<file path="config.mk">
export PLATFORM = sky130hd
export DESIGN_NAME = delay_arbiter_flat
export DESIGN_NICKNAME = d
export VERILOG_FILES = /design/src/rtl/delay_arbiter_if.sv /design/src/rtl/delay_arbiter.sv /design/src/flat_wrapper.sv
export SDC_FILE = /design/constraint.sdc
export NUM_CORES = 1
export LEC_CHECK = 0
export BUFFER_PORTS_ARGS = -buffer_cell sky130_fd_sc_hd__buf_2
export CORE_AREA = 10 10 101 111
export DETAILED_ROUTE_END_ITERATION = 10
export DIE_AREA = 0 0 111 121
export GPL_ROUTABILITY_DRIVEN = 0
export PLACE_DENSITY_LB_ADDON = 0.1
export SLEW_MARGIN = 10
export SYNTH_ARGS = -nofsm -noshare
export SYNTH_HDL_FRONTEND = slang
export SYNTH_SLANG_ARGS = --single-unit
</file>
<file path="constraint.sdc">
create_clock -name clk -period 4 [get_ports clk]
set_input_delay 0.2 -clock clk [delete_from_list [all_inputs] [get_ports clk]]
set_output_delay 0.2 -clock clk [all_outputs]
set_load 0.02 [all_outputs]
</file>
<file path="src/rtl/delay_arbiter_if.sv">
// Handshake bundle between the delay consumers and the shared delay_arbiter.
// Consumers drive req/len through the master modport; the arbiter drives gnt/done/busy.
interface delay_arbiter_if #(
  parameter int NREQ = 4,
  parameter int CW   = 28
);

  logic [NREQ-1:0]    req;
  logic [NREQ*CW-1:0] len;
  logic [NREQ-1:0]    gnt;
  logic [NREQ-1:0]    done;
  logic               busy;

  modport master (
    output req,
    output len,
    input  gnt,
    input  done,
    input  busy
  );

  modport slave (
    input  req,
    input  len,
    output gnt,
    output done,
    output busy
  );

endinterface : delay_arbiter_if

</file>
<file path="src/rtl/delay_arbiter.sv">
// Round-robin arbiter that time-shares one prescaled down-counter between NREQ
// requesters; each granted requester gets a (len+1)*DIV cycle interval and a done pulse.
module delay_arbiter #(
  parameter int NREQ = 4,
  parameter int CW   = 28,
  parameter int DIV  = 1
) (
  input  logic           clk,
  input  logic           rst_n,
  delay_arbiter_if.slave bus
);

  localparam int            PW         = (NREQ > 1) ? $clog2(NREQ) : 1;
  localparam logic [CW-1:0] PRE_RELOAD = CW'(DIV - 1);
  localparam logic [PW-1:0] LAST_IDX   = PW'(NREQ - 1);

  typedef enum logic [1:0] {
    IDLE  = 2'd0,
    COUNT = 2'd1,
    GAP   = 2'd2
  } state_e;

  state_e          state_q, state_d;
  logic [PW-1:0]   ptr_q,   ptr_d;
  logic [PW-1:0]   sel_q,   sel_d;
  logic [CW-1:0]   cnt_q,   cnt_d;
  logic [CW-1:0]   pre_q,   pre_d;
  logic [NREQ-1:0] gnt_q,   gnt_d;
  logic [NREQ-1:0] done_q,  done_d;

  logic [CW-1:0]   len_arr [NREQ];
  logic            found;
  logic [PW-1:0]   pick;
  logic [PW-1:0]   cand;

  for (genvar i = 0; i < NREQ; i++) begin : g_len
    assign len_arr[i] = bus.len[i*CW +: CW];
  end

  function automatic logic [NREQ-1:0] onehot(input logic [PW-1:0] idx);
    logic [NREQ-1:0] v;
    v      = '0;
    v[idx] = 1'b1;
    return v;
  endfunction

  // First requester at or after ptr, wrapping modulo NREQ.
  always_comb begin
    // NOTE: every variable gets a default before any branch, so no path leaves one unassigned and no latch is inferred.
    found = 1'b0;
    pick  = '0;
    cand  = '0;
    for (int k = 0; k < NREQ; k++) begin
      cand = PW'((int'(ptr_q) + k) % NREQ);
      if (!found && bus.req[cand]) begin
        found = 1'b1;
        pick  = cand;
      end
    end
  end

  always_comb begin
    state_d = state_q;
    ptr_d   = ptr_q;
    sel_d   = sel_q;
    cnt_d   = cnt_q;
    pre_d   = pre_q;
    gnt_d   = gnt_q;
    done_d  = done_q;

    unique case (state_q)
      IDLE: begin
        if (found) begin
          sel_d   = pick;
          gnt_d   = onehot(pick);
          cnt_d   = len_arr[pick];
          pre_d   = PRE_RELOAD;
          ptr_d   = (pick == LAST_IDX) ? '0 : pick + 1'b1;
          state_d = COUNT;
        end
      end

      // Abort outranks counting; the zero test on cnt precedes the decrement so it never wraps.
      COUNT: begin
        if (!bus.req[sel_q]) begin
          gnt_d   = '0;
          state_d = IDLE;
        end else if (pre_q != '0) begin
          pre_d = pre_q - 1'b1;
        end else if (cnt_q != '0) begin
          cnt_d = cnt_q - 1'b1;
          pre_d = PRE_RELOAD;
        end else begin
          gnt_d   = '0;
          done_d  = onehot(sel_q);
          state_d = GAP;
        end
      end

      // Single done cycle; no arbitration here so the requester can drop req.
      GAP: begin
        done_d  = '0;
        state_d = IDLE;
      end

      default: begin
        gnt_d   = '0;
        done_d  = '0;
        state_d = IDLE;
      end
    endcase
  end

  // NOTE: every flop here is a control register, not storage, so all of them take the asynchronous reset value.
  always_ff @(posedge clk or negedge rst_n) begin
    if (!rst_n) begin
      state_q <= IDLE;
      ptr_q   <= '0;
      sel_q   <= '0;
      cnt_q   <= '0;
      pre_q   <= '0;
      gnt_q   <= '0;
      done_q  <= '0;
    end else begin
      // NOTE: non-blocking updates make every register see the pre-edge values, independent of statement order.
      state_q <= state_d;
      ptr_q   <= ptr_d;
      sel_q   <= sel_d;
      cnt_q   <= cnt_d;
      pre_q   <= pre_d;
      gnt_q   <= gnt_d;
      done_q  <= done_d;
    end
  end

  assign bus.gnt  = gnt_q;
  assign bus.done = done_q;
  assign bus.busy = (state_q != IDLE);

  a_gnt_onehot0 : assert property (@(posedge clk) disable iff (!rst_n) $onehot0(gnt_q));
  a_gnt_done_excl : assert property (@(posedge clk) disable iff (!rst_n) !(|(gnt_q & done_q)));

endmodule : delay_arbiter
</file>
<file path="src/flat_wrapper.sv">
// flat-port wrapper written by rule: the top's interface ports become plain ports
module delay_arbiter_flat 
#(
  parameter int NREQ = 4,
  parameter int CW   = 28,
  parameter int DIV  = 1
)
  (clk, rst_n, bus_req, bus_len, bus_gnt, bus_done, bus_busy);
  delay_arbiter_if #(.NREQ(NREQ), .CW(CW)) bus_i ();
  input  logic clk;
  input  logic rst_n;
  input wire logic [$bits(bus_i.req)-1:0] bus_req;
  input wire logic [$bits(bus_i.len)-1:0] bus_len;
  output wire logic [$bits(bus_i.gnt)-1:0] bus_gnt;
  output wire logic [$bits(bus_i.done)-1:0] bus_done;
  output wire logic [$bits(bus_i.busy)-1:0] bus_busy;
  assign bus_i.req = bus_req;
  assign bus_i.len = bus_len;
  assign bus_gnt = bus_i.gnt;
  assign bus_done = bus_i.done;
  assign bus_busy = bus_i.busy;
  delay_arbiter #(.NREQ(NREQ), .CW(CW), .DIV(DIV)) u_core (.clk(clk), .rst_n(rst_n), .bus(bus_i));
endmodule
</file>
Word-level counts from Yosys, hierarchy flattened

Index checks and enable logic that the tools add are counted.

Flip-flop bits (word level): 70

$add $sub $neg: 6
Order comparisons: 9
Equality and inequality tests: 11
Mux-type cells: 50
Bitwise gates (word level): 3
Reductions and logical operators: 19

Operator list:

| kind                                                              | number |
|---|---|
| 2-to-1 mux 28 bit                                                 | 10 |
| one-hot mux 28 bit (2 select lines)                               | 2 |
| binary-select mux 28 bit (select 2 bit)                           | 1 |
| nonzero test 28 bit                                               | 2 |
| subtractor 28 x 1 -> 28 bit, second input constant                | 2 |
| 2-to-1 mux 4 bit                                                  | 7 |
| less-than comparator 2 x 3 -> 1 bit, second input constant        | 6 |
| 2-to-1 mux 2 bit                                                  | 9 |
| one-hot mux 4 bit (3 select lines)                                | 1 |
| AND reduction 4 bit                                               | 3 |
| 2-to-1 mux 1 bit                                                  | 11 |
| binary-select mux 1 bit (select 2 bit)                            | 5 |
| one-hot mux 4 bit (2 select lines)                                | 1 |
| inequality test 2 x 1 -> 1 bit, second input constant             | 3 |
| inequality test 3 bit, second input constant                      | 2 |
| logical AND 1 bit                                                 | 5 |
| AND reduction 5 bit                                               | 1 |
| adder 2 x 1 -> 2 bit, second input constant                       | 2 |
| adder 2 bit, second input constant                                | 2 |
| demux 1 bit (select 2 bit)                                        | 2 |
| equality test 2 bit, second input constant                        | 2 |
| greater-or-equal comparator 2 x 1 -> 1 bit, second input constant | 2 |
| inequality test 2 bit, second input constant                      | 2 |
| one-hot mux 2 bit (2 select lines)                                | 1 |
| 10 further kinds                                                  | 14 |

Logic depth before layout (Yosys ltp)

Gate-level depths: netlist of run 1.

Depth after elaboration: 18
Depth in mapped cells: 10
Gate-level depth less buffers: 9

Worst setup path before layout of run 1

No wires, ideal clock.

Kind: register -> register
From: reg u_core.cnt_q[20]
To: reg u_core.cnt_q[25]
Data arrival time: 2.619 ns
Slack: 1.250 ns
Stages on the path, launching flop included: 10
Buffers on the path: 3
Clock period less this slack: 2.750 ns
Path through: dfrtp_1 > or4_1 > buf_2 > or4_1 > clkbuf_2 > o41ai_4 > a21o_4 > buf_6 > nor4_1 > or3_1

Longest elaborated chain between the ends: 5

Ends and longest elaborated chain:

| item                                | RTL line             | source |
|---|---|---|
| from (decl)                         | delay_arbiter.sv:26  | `logic [CW-1:0] cnt_q, cnt_d;` |
| from (signal assigned)              | delay_arbiter.sv:129 | `cnt_q <= cnt_d;` |
| subtractor 28 x 1 -> 28 bit         | delay_arbiter.sv:91  | `cnt_d = cnt_q - 1'b1;` |
| 2-to-1 mux 28 bit                   | delay_arbiter.sv:90  | `end else if (cnt_q != '0) begin` |
| 2-to-1 mux 28 bit                   | delay_arbiter.sv:88  | `end else if (pre_q != '0) begin` |
| 2-to-1 mux 28 bit                   | delay_arbiter.sv:85  | `if (!bus.req[sel_q]) begin` |
| one-hot mux 28 bit (2 select lines) | delay_arbiter.sv:71  | `unique case (state_q)` |

Parallel ways exist; a longest one is shown, timed or not. The select of a mux whose other input is x is not followed.
A chain may end at the register's enable or synchronous reset.

Worst setup path after layout of run 1

From: reg u_core.pre_q[20]
To: reg u_core.pre_q[20]

Longest elaborated chain between the ends: 4

Ends and longest elaborated chain:

| item                                                               | RTL line                                 | source |
|---|---|---|
| from (decl)                                                        | delay_arbiter.sv:27                      | `logic [CW-1:0] pre_q, pre_d;` |
| from (signal assigned)                                             | delay_arbiter.sv:130                     | `pre_q <= pre_d;` |
| subtractor 28 x 1 -> 28 bit or nonzero test 28 bit (tied branches) | delay_arbiter.sv:89, delay_arbiter.sv:88 |  |
| 2-to-1 mux 28 bit                                                  | delay_arbiter.sv:88                      |  |
| 2-to-1 mux 28 bit                                                  | delay_arbiter.sv:85                      |  |
| one-hot mux 28 bit (2 select lines)                                | delay_arbiter.sv:71                      |  |

Parallel ways exist; a longest one is shown, timed or not. The select of a mux whose other input is x is not followed.

==> impl_results.md, run 1 <==
* Status: complete, no violations
* Total of fill cells in the finished design at between 700 and 800
* Crit path arrival time at approximately 3.5 ns
* Met2 Routed Length at ~8100 µm
* Post-layout net count at 828
* Routed vias at 5322
* Pre-CTS worst setup slack at ~0.74 ns
* Final wirelength at between 15000 and 20000 µm
* Clk Latency, worst-skew pair at approximately 0.36 ns
* Remaining global-route overflow at 0
* Clock edge transition at the registers on the reported setup and hold paths at 0.07 ns
* Part of the power in the clock network at 0.165
* Initial detailed-routing violation count at slightly above 400
* Remaining design rule violation count at 0
* Final Setup Violations at 0
* Relative area change from synthesis to final layout at 18.1%
* Worst-path cell chain: or4_4, or3_1, or4b_4, a21oi_2, buf_4, a21oi_1
* Internal power consumption at between 2 and 2.5 mW
* Synthesized netlist net count at a little over 700
* Portion of the post-synthesis area used by sequential elements at 0.341
* Maximum VDD drop at around 0.31 mV
* Hold crit path type: input pin to flip-flop
* Uppermost routed layer: met4
* Total clock sinks at 70
* Share of power burned in combinational logic at 0.552
* Warnings, synthesis at 0
* Die height at between 100 and 150 µm
* Leading cell types in the layout, fill and taps excluded: sky130_fd_sc_hd__buf_2, sky130_fd_sc_hd__dfrtp_1, sky130_fd_sc_hd__a21oi_1, sky130_fd_sc_hd__o21ai_0, sky130_fd_sc_hd__nor2_1
* Number of instances on the worst hold path at 4
* Total of cells resized after clock tree synthesis at 0
* Final critical path time including I/O delays and setup at 3.29 ns
* Cts-stage hold buffer count at 1
* Ratio of cells with drive above 1 in the final layout at 0.274
* TNS Setup at 0 ns
* Number of register bits inferred by synthesis at 70
* Number of buffers added by the clock tree synthesis step at 9
* Port Buf Inserts at 126
* Detailed-placement wirelength estimate at between 10000 and 15000 µm
* Distinct cell type count after synthesis at 70
* Switching Share at 0.472
* Detailed Routing Iterations Pass 1 at 5
* Crit Path Max Fanout at 23
* Die X at around 110 µm
* First-pass GRT wire length at roughly 27000 µm
* Count of flip-flops with a built-in enable after synthesis at 0
* Number of placement rows at 36
* Portion of total power attributed to sequential cells at 0.282
* Max H-tree Level at 3
* Sort of element at the start of the critical path: flip-flop
* Post-route clock skew at between 0.008 and 0.009 ns
* Worst R2R Start: u_core.pre_q[20]
* Async SR Flop Fraction at 1.00
* Final period util at 0.823
* Power density over cell area at roughly 710 nW/µm²
* Utilization after layout at 0.685
* Number of setup buffers added after CTS at 0
* Post-Synthesis Cells at slightly below 600
* Switching power total at just over 2 mW
* Buffer levels on the longest clock path at 2
* Final Max Slew Viols at 0
* End of the worst register-to-register path: u_core.pre_q[20]
* Cell area after technology mapping at slightly above 5000 µm²
* Hold path startpoint: bus_len[50]
* Type of the worst setup path: flip-flop to flip-flop
* Antenna diode count at 0
* Cell with the largest stage delay on the worst path: sky130_fd_sc_hd__a21oi_2
* Capturing element type of the critical path: flip-flop
* Fmax at just over 0.3 GHz
* Die area at roughly 13000 µm²
* Clock root buffer master: sky130_fd_sc_hd__clkbuf_8
* Most frequent standard cell in the layout excluding fill and tap cells: sky130_fd_sc_hd__buf_2
* Total core area at 8870 µm²
* Flip-flop cell with the highest count after synthesis: sky130_fd_sc_hd__dfrtp_1
* Worst Reg2Reg Path Length in Cells at 6
* Maximum number of pins on one net before global-route repair at between 40 and 50
* Req. time, crit path at around 4.2 ns
* Antenna violation net count after detailed routing at 0
* Worst setup slack for register-to-register paths at between 0.7 and 0.8 ns
* Via count of the first global-routing pass at 5593
* Relative slew slack at 0.276
* RSZ-0062 raised after global routing: no
* Hold Path End: u_core.cnt_q[22]
* Sum of routed wire segments on met1 at around 6600 µm
* Count of boundary I/O pins at around 130
* Starting density of the core at 0.580
* Antenna violations before repair at 0
* Post-Synthesis Mean Instance Area at between 8 and 9 µm²
* Wire length on met3 at ~950 µm
* Slew @ Worst Pin at between 1 and 1.5 ns
* Max-cap violations at 0
* Max stage delay on crit path at about 0.65 ns
* Average vias per placed instance at between 6 and 7
* Worst Setup Slack, final at approximately 0.7 ns
* All-Layer GR Usage at 0.236
* Hold Vio Cnt, Final at 0
* Clock tree from TritonCTS: done
* LEAKAGE at roughly 2.7 nW
* Wire per inst at 19.5 µm
## flip-flops by register name, indices dropped and copies added (netlist names)
name             count
u_core.cnt_q        28
u_core.pre_q        28
u_core.bus.done      4
u_core.bus.gnt       4
u_core.ptr_q         2
u_core.sel_q         2
u_core.state_q       2
## cells by family after synthesis
logic type                 after synthesis  share of synthesized area
AOI/OAI and AO/OA                      210                      0.277
xor gates and xnor gates                 1                    0.00170
adders and majority gates                8                     0.0195
buffers and inverters                   58                     0.0508
DFF                                     70                      0.341
muxes                                   21                     0.0530
and+or+nand+nor                        228                      0.258
## power by group through the flow
stage,Sequential [mW],Combinational (mW),Clock [mW]
global route,1.27,2.65,0.744
detailed placement,1.22,2.36,0
floorplan,1.17,1.82,0
CTS,1.21,2.38,0.716
global placement,1.20,2.28,0
finish,1.22,2.39,0.716
## how the worst max path moves through the flow
stage	startpoint	endpoint	slack, ns	depth (start not counted)
floorplan	u_core.cnt_q[20]	u_core.cnt_q[25]	1.25	9
global route	u_core.pre_q[20]	u_core.pre_q[3]	0.55	6
detailed placement	u_core.pre_q[20]	u_core.pre_q[20]	0.74	6
finish	u_core.pre_q[20]	u_core.pre_q[20]	0.71	6
global placement	u_core.pre_q[20]	u_core.pre_q[2]	0.83	6
CTS	u_core.pre_q[20]	u_core.pre_q[20]	0.73	6
## worst max-delay path: cells and delay by family (launching register included)
family / cells / cell delay [ns]
AOI/OAI and AO/OA: 2 / 0.73
and+or+nand+nor: 3 / 1.63
DFF: 1 / 0.41
buffers and inverters: 1 / 0.40
## cell type report
class | instances | area [µm²] | area share
Inverter | 14 | 52.6 | 0.00865
Tap cell | 114 | 143 | 0.0235
Clock inverter | 2 | 60.1 | 0.00988
Timing Repair Buffer | 139 | 731 | 0.120
Multi-Input combinational cell | 468 | 3150 | 0.518
Clock buffer | 14 | 193 | 0.0317
Sequential cell | 70 | 1750 | 0.288
## per-stage QoR
stage	total power, mW	cells	cell area [µm²]	hold WS, ns
global placement	3.49	804	5810	0.364
finish	4.33	821	6080	0.270
CTS	4.31	821	6080	0.257
detailed placement	3.58	804	5810	0.367
floorplan	2.99	596	5140	-0.0956
global route	4.66	821	6080	0.283
## layer usage
metal | up-vias | GRT usage
li1 | 2542 | -
met1 | 2547 | 0.282
met2 | 202 | 0.405
met3 | 31 | 0.0440
met4 | 0 | 0.107
met5 | - | 0
## Yosys cell counts (all sizes together), types with 4 or more instances
cell type	number	area (µm²)
a211o	4	35.0
a211oi	32	240
a21oi	53	265
a22o	7	61.3
a311oi	4	35.0
and3	28	175
buf	13	90.1
clkbuf	31	119
dfrtp	70	1750
ha	8	100
inv	13	48.8
mux2	10	113
mux2i	7	70.1
mux4	4	90.1
nand2	27	101
nand2b	5	31.3
nand3	19	95.1
nand4	7	43.8
nor2	35	131
nor3	18	95.1
nor4	12	75.1
o211ai	6	45.0
o21ai	43	215
o22ai	4	25.0
o31ai	20	150
o41ai	6	71.3
or2	10	62.6
or3	23	149
or4	27	206
(Power assumes the default switching activity.)
==> run 2, diff against run 1 <==
--- a/config.mk
+++ b/config.mk
@@ -6,9 +6,9 @@
 export NUM_CORES = 1
 export LEC_CHECK = 0
 export BUFFER_PORTS_ARGS = -buffer_cell sky130_fd_sc_hd__buf_2
-export CORE_AREA = 10 10 101 111
+export CORE_AREA = 10 10 104 115
 export DETAILED_ROUTE_END_ITERATION = 10
-export DIE_AREA = 0 0 111 121
+export DIE_AREA = 0 0 114 125
 export GPL_ROUTABILITY_DRIVEN = 0
 export PLACE_DENSITY_LB_ADDON = 0.1
 export SLEW_MARGIN = 10
==> constraint.sdc (replaced) <==
create_clock -name clk -period 3.4 [get_ports clk]
set_input_delay 0.17 -clock clk [delete_from_list [all_inputs] [get_ports clk]]
set_output_delay 0.17 -clock clk [all_outputs]
set_load 0.02 [all_outputs]
==> run 2 against run 1 <==
  * Hold slack worse by 0.053 ns
  * First-iteration DRC count up 25%
  * Worst setup slack worse by 0.48 ns
  * Core utilization down 6.0 points
  * Clock power down 4.5%
  * Final area down 0.27%
  * Critical path type unchanged
  * Routed wire length up 0.39%
  * Non-clock buffer count up 5
  * Combinational power up 18%
  * Global-route usage down 1.5 points
  * Clock skew about the same
  * Total power up 14%
==> impl_results.md, run 2 (synthesis results as in run 1) <==
* Status: complete, no violations
* Power density over cell area at about 820 nW/µm²
* Hold Vio Cnt, Final at 0
* Portion of total power attributed to sequential cells at 0.290
* Crit Path Max Fanout at a little over 40
* Share of power burned in combinational logic at 0.572
* Req. time, crit path at about 3.6 ns
* Worst Reg2Reg Path Length in Cells at 6
* Remaining global-route overflow at 0
* Starting density of the core at 0.530
* Final worst hold slack at 0.216 ns
* Die height at ~130 µm
* LEAKAGE at 2.68 nW
* Antenna violations before repair at 0
* Total of cells resized after clock tree synthesis at 0
* Average vias per placed instance at approximately 6.4
* Post-layout net count at approximately 830
* Count of boundary I/O pins at ~130
* Number of non-filler instances in the completed layout at a little over 800
* Via count of the first global-routing pass at 5437
* Registers with the highest flip-flop counts: u_core.cnt_q x28, u_core.pre_q x28
* Hold path startpoint: bus_len[57]
* Final wirelength at around 16000 µm
* Clock tree from TritonCTS: done
* Final Setup Violations at 0
* Slew @ Worst Pin at around 1.1 ns
* Number of placement rows at 38
* Final period util at 0.934
* Finished Cell Area at about 6100 µm²
* Leading cell types in the layout, fill and taps excluded: sky130_fd_sc_hd__buf_2, sky130_fd_sc_hd__dfrtp_1, sky130_fd_sc_hd__a21oi_1, sky130_fd_sc_hd__o21ai_0, sky130_fd_sc_hd__nor2_1
* Clock root buffer master: sky130_fd_sc_hd__clkbuf_8
* Utilization after layout at 0.625
* Antenna diode count at 0
* Capturing element type of the critical path: flip-flop
* Clk Latency, worst-skew pair at 0.36 ns
* Placed cell areas at between 5000 and 6000 µm²
* Internal power consumption at approximately 2.6 mW
* Die X at 114 µm
* Initial detailed-routing violation count at 507
* Maximum number of pins on one net before global-route repair at 49
* Final Max Slew Viols at 0
* Type of the worst setup path: flip-flop to flip-flop
* Worst Setup Slack, final at approximately 0.23 ns
* Ratio of cells with drive above 1 in the final layout at 0.276
* Worst setup slack for register-to-register paths at 0.23 ns
* Detailed-placement wirelength estimate at about 12000 µm
* Routed vias at between 5k and 6k
* Remaining design rule violation count at 0
* Die area at 14300 µm²
* Most frequent standard cell in the layout excluding fill and tap cells: sky130_fd_sc_hd__buf_2
* Pre-CTS worst setup slack at 0.266 ns
* Worst R2R Start: u_core.cnt_q[20]
* Total Power Consumption at ~4.9 mW
* Relative area change from synthesis to final layout at 17.8%
* Wire per inst at roughly 19 µm
* Maximum VDD drop at roughly 0.38 mV
* Clock edge transition at the registers on the reported setup and hold paths at ~0.070 ns
* Total clock sinks at 70
* Final critical path time including I/O delays and setup at roughly 3.2 ns
* TNS Setup at 0 ns
* Total core area at 9700 µm²
* Relative slew slack at 0.269
* Switching power total at 2.37 mW
* End of the worst register-to-register path: u_core.cnt_q[25]
* Detailed Routing Iterations Pass 1 at 5
* Number of buffers added by the clock tree synthesis step at 9
* Antenna violation net count after detailed routing at 0
* All-Layer GR Usage at 0.221
* Fmax at 0.315 GHz
* Buffer levels on the longest clock path at 2
* Post-route clock skew at roughly 0.0079 ns
* Port Buf Inserts at 126
* Hold crit path type: input pin to flip-flop
* Cell count after placement at 815
* Part of the power in the clock network at 0.138
* Number of instances on the worst hold path at 4
* RSZ-0062 raised after global routing: no
* Switching Share at 0.478
* Max-cap violations at 0
* Hold Path End: u_core.cnt_q[1]
* Max H-tree Level at 3
* First-pass GRT wire length at 26500 µm
* Sort of element at the start of the critical path: flip-flop
* Crit path arrival time at about 3.4 ns
## run 2: routing by layer
layer,track usage,vias to the layer above,wire length [µm]
met2,0.358,211,7750
met5,0,-,0
li1,-,2557,-
met1,0.281,2533,6990
met3,0.0598,23,1120
met4,0.0627,0,238
## run 2: cell type report
| type | count | area, µm² |
|---|---|---|
| clock inverter | 1 | 30.0 |
| sequential | 70 | 1750 |
| multi-input combinational | 468 | 3150 |
| timing repair buffer | 144 | 768 |
| inverter | 14 | 52.6 |
| fill | 885 | 3640 |
| tap | 120 | 150 |
| clock buffer | 13 | 159 |
## run 2: worst max-delay path by stage
stage,cells after the start,end,slack [ns],start
floorplan,9,u_core.cnt_q[25],0.65,u_core.cnt_q[20]
global placement,6,u_core.cnt_q[14],0.35,u_core.cnt_q[20]
detailed placement,6,u_core.cnt_q[25],0.27,u_core.cnt_q[20]
CTS,6,u_core.cnt_q[27],0.25,u_core.cnt_q[20]
global route,6,u_core.cnt_q[25],0.07,u_core.cnt_q[20]
finish,6,u_core.cnt_q[25],0.23,u_core.cnt_q[20]
## run 2: timing repair
action | in CTS | in global routing
endpoints found under the hold margin | 22 | 0
setup buffers | 0 | 0
hold buffers | 1 | 0
## run 2: power groups by stage
| stage | Clock (mW) | Combinational, mW | Sequential (mW) |
|---|---|---|---|
| 2_1_floorplan | 0 | 2.14 | 1.37 |
| 3_3_place_gp | 0 | 2.74 | 1.42 |
| 3_5_place_dp | 0 | 2.80 | 1.44 |
| 4_1_cts | 0.690 | 2.82 | 1.42 |
| 5_1_grt | 0.724 | 3.15 | 1.49 |
| 6_report | 0.684 | 2.83 | 1.44 |
## run 2: critical path, stage by stage, from the launching register on
cell	delay, ns
sky130_fd_sc_hd__dfrtp_1	0.42
sky130_fd_sc_hd__or4_1	0.61
sky130_fd_sc_hd__or4_1	0.67
sky130_fd_sc_hd__o41ai_4	0.46
sky130_fd_sc_hd__a21o_4	0.36
sky130_fd_sc_hd__a2111oi_0	0.15
sky130_fd_sc_hd__or3_1	0.37
